==> src/rtl/seg_pkg.sv <==
// Shared types and constants for the multiplexed 7-segment display path.
package seg_pkg;

  localparam int unsigned DIGIT_W = 4;

  typedef enum logic [1:0] {
    StIdle,
    StShow,
    StBlank
  } scan_state_e;

  // Segment patterns, bit order {g,f,e,d,c,b,a}, active-high (common cathode).
  localparam logic [6:0] SegBlank = 7'h00;
  localparam logic [6:0] SegF     = 7'h71;

  // Reference decode used by the shared decoder one level up; nibbles above 9 show "F".
  function automatic logic [6:0] bcd_to_seg(input logic [DIGIT_W-1:0] bcd);
    logic [6:0] seg;
    case (bcd)
      4'd0:    seg = 7'h3f;
      4'd1:    seg = 7'h06;
      4'd2:    seg = 7'h5b;
      4'd3:    seg = 7'h4f;
      4'd4:    seg = 7'h66;
      4'd5:    seg = 7'h6d;
      4'd6:    seg = 7'h7d;
      4'd7:    seg = 7'h07;
      4'd8:    seg = 7'h7f;
      4'd9:    seg = 7'h6f;
      default: seg = SegF;
    endcase
    return seg;
  endfunction

endpackage

==> src/rtl/seg_lz_mask.sv <==
// Leading-zero blank mask: a digit is blanked while it and every more-significant
// digit are zero with no decimal point requested. Digit 0 always stays lit.
module seg_lz_mask
  import seg_pkg::*;
#(
  parameter int unsigned NUM_DIGITS = 4
) (
  input  logic [DIGIT_W*NUM_DIGITS-1:0] active_i,
  input  logic                          lz_blank_i,
  input  logic [NUM_DIGITS-1:0]         dp_mask_i,
  output logic [NUM_DIGITS-1:0]         blank_mask_o
);

  // Walk from the most-significant digit down; once anything significant is seen, stop blanking.
  always_comb begin
    logic keep;
    keep         = 1'b0;
    blank_mask_o = '0;
    for (int i = NUM_DIGITS - 1; i >= 0; i--) begin
      keep = keep | (active_i[i*DIGIT_W +: DIGIT_W] != '0) | dp_mask_i[i];
      blank_mask_o[i] = lz_blank_i & ~keep & (i != 0);
    end
  end

endmodule

==> src/rtl/seg_scan_ctrl.sv <==
// Digit scan controller: shows one frame-stable BCD nibble at a time with a
// dead-time between digits, driving one-hot digit enables for a shared decoder.
module seg_scan_ctrl
  import seg_pkg::*;
#(
  parameter int unsigned NUM_DIGITS   = 4,
  parameter int unsigned SCAN_DIV     = 1000,
  parameter int unsigned BLANK_CYCLES = 16
) (
  input  logic                          clk,
  input  logic                          rst,
  input  logic                          ena,
  input  logic [DIGIT_W*NUM_DIGITS-1:0] value_in,
  input  logic                          value_valid,
  input  logic                          lz_blank,
  input  logic [NUM_DIGITS-1:0]         dp_mask,
  output logic [DIGIT_W-1:0]            bcd_out,
  output logic                          dp_out,
  output logic [NUM_DIGITS-1:0]         digit_en,
  output logic                          frame_start
);

  localparam int unsigned ValW     = DIGIT_W * NUM_DIGITS;
  localparam int unsigned IdxW     = $clog2(NUM_DIGITS);
  localparam int unsigned PrescMax = (SCAN_DIV > BLANK_CYCLES) ? SCAN_DIV : BLANK_CYCLES;
  localparam int unsigned PrescW   = ($clog2(PrescMax) > 0) ? $clog2(PrescMax) : 1;

  localparam logic [PrescW-1:0] ShowLast  = PrescW'(SCAN_DIV - 1);
  // BLANK is unreachable when BLANK_CYCLES is 0, so its terminal count is a don't-care there.
  localparam logic [PrescW-1:0] BlankLast = PrescW'((BLANK_CYCLES > 0) ? BLANK_CYCLES - 1 : 0);
  localparam logic [IdxW-1:0]   IdxLast   = IdxW'(NUM_DIGITS - 1);

  scan_state_e             state_q, state_d;
  logic [IdxW-1:0]         idx_q, idx_d, idx_nxt;
  logic [PrescW-1:0]       presc_q, presc_d;
  logic [ValW-1:0]         pending_q, pending_d;
  logic [ValW-1:0]         active_q, active_d;
  logic                    pend_q, pend_d;
  logic                    boundary;
  logic [NUM_DIGITS-1:0]   blank_mask;
  logic [DIGIT_W-1:0]      bcd_q, bcd_d;
  logic                    dp_q, dp_d;
  logic [NUM_DIGITS-1:0]   en_q, en_d;
  logic                    fs_q, fs_d;

  assign idx_nxt = (idx_q == IdxLast) ? '0 : idx_q + 1'b1;

  // Next-state: scan sequencing, prescaler, and frame-boundary snapshot of the value.
  always_comb begin
    state_d   = state_q;
    idx_d     = idx_q;
    presc_d   = presc_q;
    pending_d = pending_q;
    pend_d    = pend_q;
    active_d  = active_q;
    boundary  = 1'b0;

    if (value_valid) begin
      pending_d = value_in;
      pend_d    = 1'b1;
    end

    unique case (state_q)
      StIdle: begin
        if (ena) begin
          state_d  = StShow;
          idx_d    = '0;
          presc_d  = '0;
          boundary = 1'b1;
        end
      end
      StShow: begin
        if (presc_q == ShowLast) begin
          presc_d = '0;
          if (BLANK_CYCLES != 0) begin
            state_d = StBlank;
          end else begin
            idx_d    = idx_nxt;
            boundary = (idx_nxt == '0);
          end
        end else begin
          presc_d = presc_q + 1'b1;
        end
      end
      StBlank: begin
        if (presc_q == BlankLast) begin
          state_d  = StShow;
          presc_d  = '0;
          idx_d    = idx_nxt;
          boundary = (idx_nxt == '0);
        end else begin
          presc_d = presc_q + 1'b1;
        end
      end
      default: state_d = StIdle;
    endcase

    if (!ena) begin
      state_d  = StIdle;
      idx_d    = '0;
      presc_d  = '0;
      boundary = 1'b0;
    end

    // A strobe in the boundary cycle bypasses pending so it lands in this frame.
    if (boundary) begin
      if (value_valid) begin
        active_d = value_in;
      end else if (pend_q) begin
        active_d = pending_q;
      end
      pend_d = 1'b0;
    end
  end

  seg_lz_mask #(
    .NUM_DIGITS(NUM_DIGITS)
  ) u_lz_mask (
    .active_i    (active_d),
    .lz_blank_i  (lz_blank),
    .dp_mask_i   (dp_mask),
    .blank_mask_o(blank_mask)
  );

  // Output next-values are derived from the next state so the registered outputs line up with it.
  always_comb begin
    bcd_d = bcd_q;
    dp_d  = 1'b0;
    en_d  = '0;
    fs_d  = 1'b0;
    unique case (state_d)
      StShow: begin
        bcd_d = active_d[idx_d*DIGIT_W +: DIGIT_W];
        fs_d  = boundary;
        if (!blank_mask[idx_d]) begin
          en_d = NUM_DIGITS'(1) << idx_d;
          dp_d = dp_mask[idx_d];
        end
      end
      StBlank: bcd_d = bcd_q;
      default: bcd_d = '0;
    endcase
  end

  // State and output registers with synchronous reset.
  always_ff @(posedge clk) begin
    if (rst) begin
      state_q   <= StIdle;
      idx_q     <= '0;
      presc_q   <= '0;
      pending_q <= '0;
      active_q  <= '0;
      pend_q    <= 1'b0;
      bcd_q     <= '0;
      dp_q      <= 1'b0;
      en_q      <= '0;
      fs_q      <= 1'b0;
    end else begin
      state_q   <= state_d;
      idx_q     <= idx_d;
      presc_q   <= presc_d;
      pending_q <= pending_d;
      active_q  <= active_d;
      pend_q    <= pend_d;
      bcd_q     <= bcd_d;
      dp_q      <= dp_d;
      en_q      <= en_d;
      fs_q      <= fs_d;
    end
  end

  assign bcd_out     = bcd_q;
  assign dp_out      = dp_q;
  assign digit_en    = en_q;
  assign frame_start = fs_q;

endmodule

==> config.mk <==
export PLATFORM = sky130hd
export DESIGN_NAME = seg_scan_ctrl
export DESIGN_NICKNAME = d
export VERILOG_FILES = /design/src/rtl/seg_pkg.sv /design/src/rtl/seg_lz_mask.sv /design/src/rtl/seg_scan_ctrl.sv
export SDC_FILE = /design/constraint.sdc
export NUM_CORES = 1
export LEC_CHECK = 0
export ABC_CLOCK_PERIOD_IN_PS = 2000
export CAP_MARGIN = 10
export CELL_PAD_IN_SITES_DETAIL_PLACEMENT = 0
export CELL_PAD_IN_SITES_GLOBAL_PLACEMENT = 2
export CORE_MARGIN = 10
export CORE_UTILIZATION = 31
export CTS_CLUSTER_DIAMETER = 60
export DETAILED_ROUTE_END_ITERATION = 6
export HOLD_SLACK_MARGIN = 0.03
export PLACE_DENSITY_LB_ADDON = 0.12
export RECOVER_POWER = 100
export SLEW_MARGIN = 0
export SYNTH_ARGS = -nofsm -noshare
export SYNTH_HDL_FRONTEND = slang
export SYNTH_SLANG_ARGS = --single-unit
==> constraint.sdc <==
create_clock -name clk -period 2 [get_ports clk]
set_input_delay 0.2 -clock clk [delete_from_list [all_inputs] [get_ports clk]]
set_output_delay 0.2 -clock clk [all_outputs]
set_load 0.01 [all_outputs]
==> impl_metrics.env, run 1 <==
export IMPL_status="finished with violations"
export IMPL_violations="setup timing"
export IMPL_crit_fanout=6
export IMPL_setup_viol_count_final=8
export IMPL_tritoncts="yes"
export IMPL_dp_slack_ns=-0.436
export IMPL_drive_gt1_share_pct=32.8
export IMPL_crit_chain="ha_4, and3b_2, buf_6, nand4_1, and2_4, buf_6, a211o_1, and4b_2, a31oi_1"
export IMPL_grt_pass1_wl_um=14900
export IMPL_drc_errors=0
export IMPL_start_util_pct=32.1
export IMPL_grt_pass1_vias=2935
export IMPL_start_kind="flop"
export IMPL_yosys_top_cells_area="dfxtp_1, a21oi_1, nand2_1"
export IMPL_setup_ws_ns=-0.127
export IMPL_hold_viol=0
export IMPL_critical_path_class="reg -> reg"
export IMPL_clk_latency_ns=0.33
export IMPL_viasPerCell=4.90
export IMPL_p_per_area_mw_per_mm2=560
export IMPL_cts_root_buf="clkbuf_8"
export IMPL_die_h_um=119
export IMPL_die_area_mm2=0.0141
export IMPL_rows=35
export IMPL_peakVddDrop_v=0.000238
export IMPL_hpwl_um=6560
export IMPL_crit_arrival_ns=2.34
export IMPL_maxCapViolations=0
export IMPL_clock_path_buffers=2
export IMPL_ys_warn_count=0
export IMPL_die_w_um=119
export IMPL_timing_final_crit_share_pct=106
export IMPL_wire_per_inst_um=15.4
export IMPL_ys_types=58
export IMPL_drv_slew=0
export IMPL_dr_pass1_iters=4
export IMPL_synth_top_family_by_area="simple AND/OR/NAND/NOR gates"
export IMPL_final_common_cell="buf_4"
export IMPL_period_minus_slack_ns=2.13
export IMPL_n_antenna_cell=0
export IMPL_cts_buffers=9
export IMPL_syn_to_final_growth_pct=49.8
export IMPL_skew_ns=0.00608
export IMPL_post_route_util_pct=48.2
export IMPL_dpl_cell_count=558
export IMPL_fmax_mhz=470
export IMPL_syn_inst=348
export IMPL_synth_fa_ha_area_share_pct=3.32
export IMPL_core_mm2=0.00937
export IMPL_place_congestion=0.849
export IMPL_synth_compound_area_share_pct=21.0
export IMPL_gr_total_overflow=0
export IMPL_synth_seq_cells=57
export IMPL_clk_pin_slew_ns=0.06
export IMPL_vias=2887
export IMPL_synth_edff_count=0
export IMPL_cp_common_cell="buf_6"
export IMPL_syn_area_mm2=0.00301
export IMPL_ant_nets=0
export IMPL_cts_sinks=57
export IMPL_antenna_found_initial=1
export IMPL_synth_nets=381
export IMPL_grt_max_degree=37
export IMPL_io_buffers=34
export IMPL_max_slew_worst_pin_slew_ns=0.827
export IMPL_synthSimpleGateAreaFrac_pct=28.3
export IMPL_stdcell_count=589
export IMPL_rsz0062_at_grt="true"
export IMPL_cp_end_kind="flop"
export IMPL_min_path_type="in -> reg"
export IMPL_synth_main_ff_cell="dfxtp_1"
export IMPL_synthArstFlopShare_pct=0
export IMPL_cp_required_ns=2.22
export IMPL_leakage_uw=0.00181
export IMPL_tns_ns=-0.735
export IMPL_synth_top_area_share_pct=37.9
export IMPL_io_pins=35
export IMPL_avgSynthCellArea_um2=8.66
export IMPL_wl_um=9090
export IMPL_cp_slowest_cell="dfxtp_4"
export IMPL_slowest_delay_ns=0.36
export IMPL_ctsHtreeMaxLevel=3
export IMPL_relSlewSlack_pct=44.8
export IMPL_synth_area_mux_share_pct=2.78
export IMPL_finalNetCount=489
export IMPL_cts_hold_buf=0
export IMPL_grt_usage_pct=13.0
export IMPL_synth_area_leader_cell="dfxtp_1"
export IMPL_synth_xor_area_share_pct=2.33
export IMPL_first_iter_violations=154
export IMPL_layout_common_cells="buf_4, dfxtp_1, nand2_1, nor2_1, a21oi_1"
export IMPL_seq_area_frac_synth_pct=37.9
## final timing paths
check / startpoint / end / slack (ns) / depth (start not counted)
worst max-delay path: presc_q[0] / digit_en[1] / -0.13 / 9
worst max register to register: presc_q[0] / digit_en[1] / -0.13 / 9
worst min register to register: pending_q[0] / pending_q[0] / 0.47 / 2
worst min-delay path: value_in[0] / pending_q[0] / 0.45 / 3
## layout make-up
class	instances	area (um2)
well taps	129	161
fillers	947	4860
flip-flops and latches	57	1150
multi-input cells	262	1980
inverters	9	33.8
repair buffers	117	1030
clock buffers	15	156
## cell usage after synthesis (8+ instances only)
library cell	number
nand2_1	35
nor2_1	34
nand2b_1	17
dfxtp_1	57
a21oi_1	29
inv_1	9
and2_1	14
a31oi_1	8
and3_1	8
clkbuf_1	15
nor2b_1	11
ha_1	8
## registers in the layout (all words and copies together), names as in the netlist
register,count
idx_q,2
state_q,2
dp_out,1
presc_q,10
bcd_out,4
active_q,16
frame_start,1
digit_en,4
pend_q,1
pending_q,16
## cells by family (layout without fill, tap and decap cells)
| family | after synthesis | count (layout) |
|---|---|---|
| DFF | 57 | 57 |
| and+or+nand+nor | 154 | 154 |
| buffers and inverters | 29 | 141 |
| adders and majority gates | 8 | 8 |
| AOI/OAI and AO/OA | 85 | 85 |
| xor gates and xnor gates | 8 | 8 |
| muxes | 7 | 7 |
## power breakdown
group	total, uW	switching, uW	internal, uW
registers	1210	26.6	1180
clock network	911	431	480
logic	407	194	214
## repair_timing
item,4_1_cts,5_1_grt
pin swaps,12,17
buffers inserted,10,6
gates resized for setup,41,33
setup endpoints to repair,15,22
## routing by layer
layer | up-vias | global-route usage [%] | share of wire, %
met4 | 2 | 4.20 | 1.3
met1 | 1367 | 16.7 | 49
met3 | 11 | 3.86 | 4.2
met2 | 45 | 20.3 | 46
li1 | 1462 | - | -
met5 | - | 0 | 0.14
## worst max-delay path, delay by kind of cell (launching register included)
family          cells  cell delay [ns]
compound gates      2             0.40
flops               1             0.36
fa+ha+maj           1             0.13
simple gates        4             0.85
buf+inv             2             0.28
## metrics by stage
stage / cell area [um2] / total power, uW / hold WS (ns)
floorplan: 3040 / 1420 / 0.341
global placement: 3960 / 1600 / 0.458
detailed placement: 3960 / 1600 / 0.461
CTS: 4340 / 2550 / 0.442
global route: 4510 / 2660 / 0.457
finish: 4510 / 2530 / 0.453
Note: power is estimated with default switching activity, not from simulation.
==> run 2: changes to the inputs <==
CAP_MARGIN = 20   (was 10)
==> results of run 2 <==
The final DEF is identical to that of run 1; final timing and power are the same.
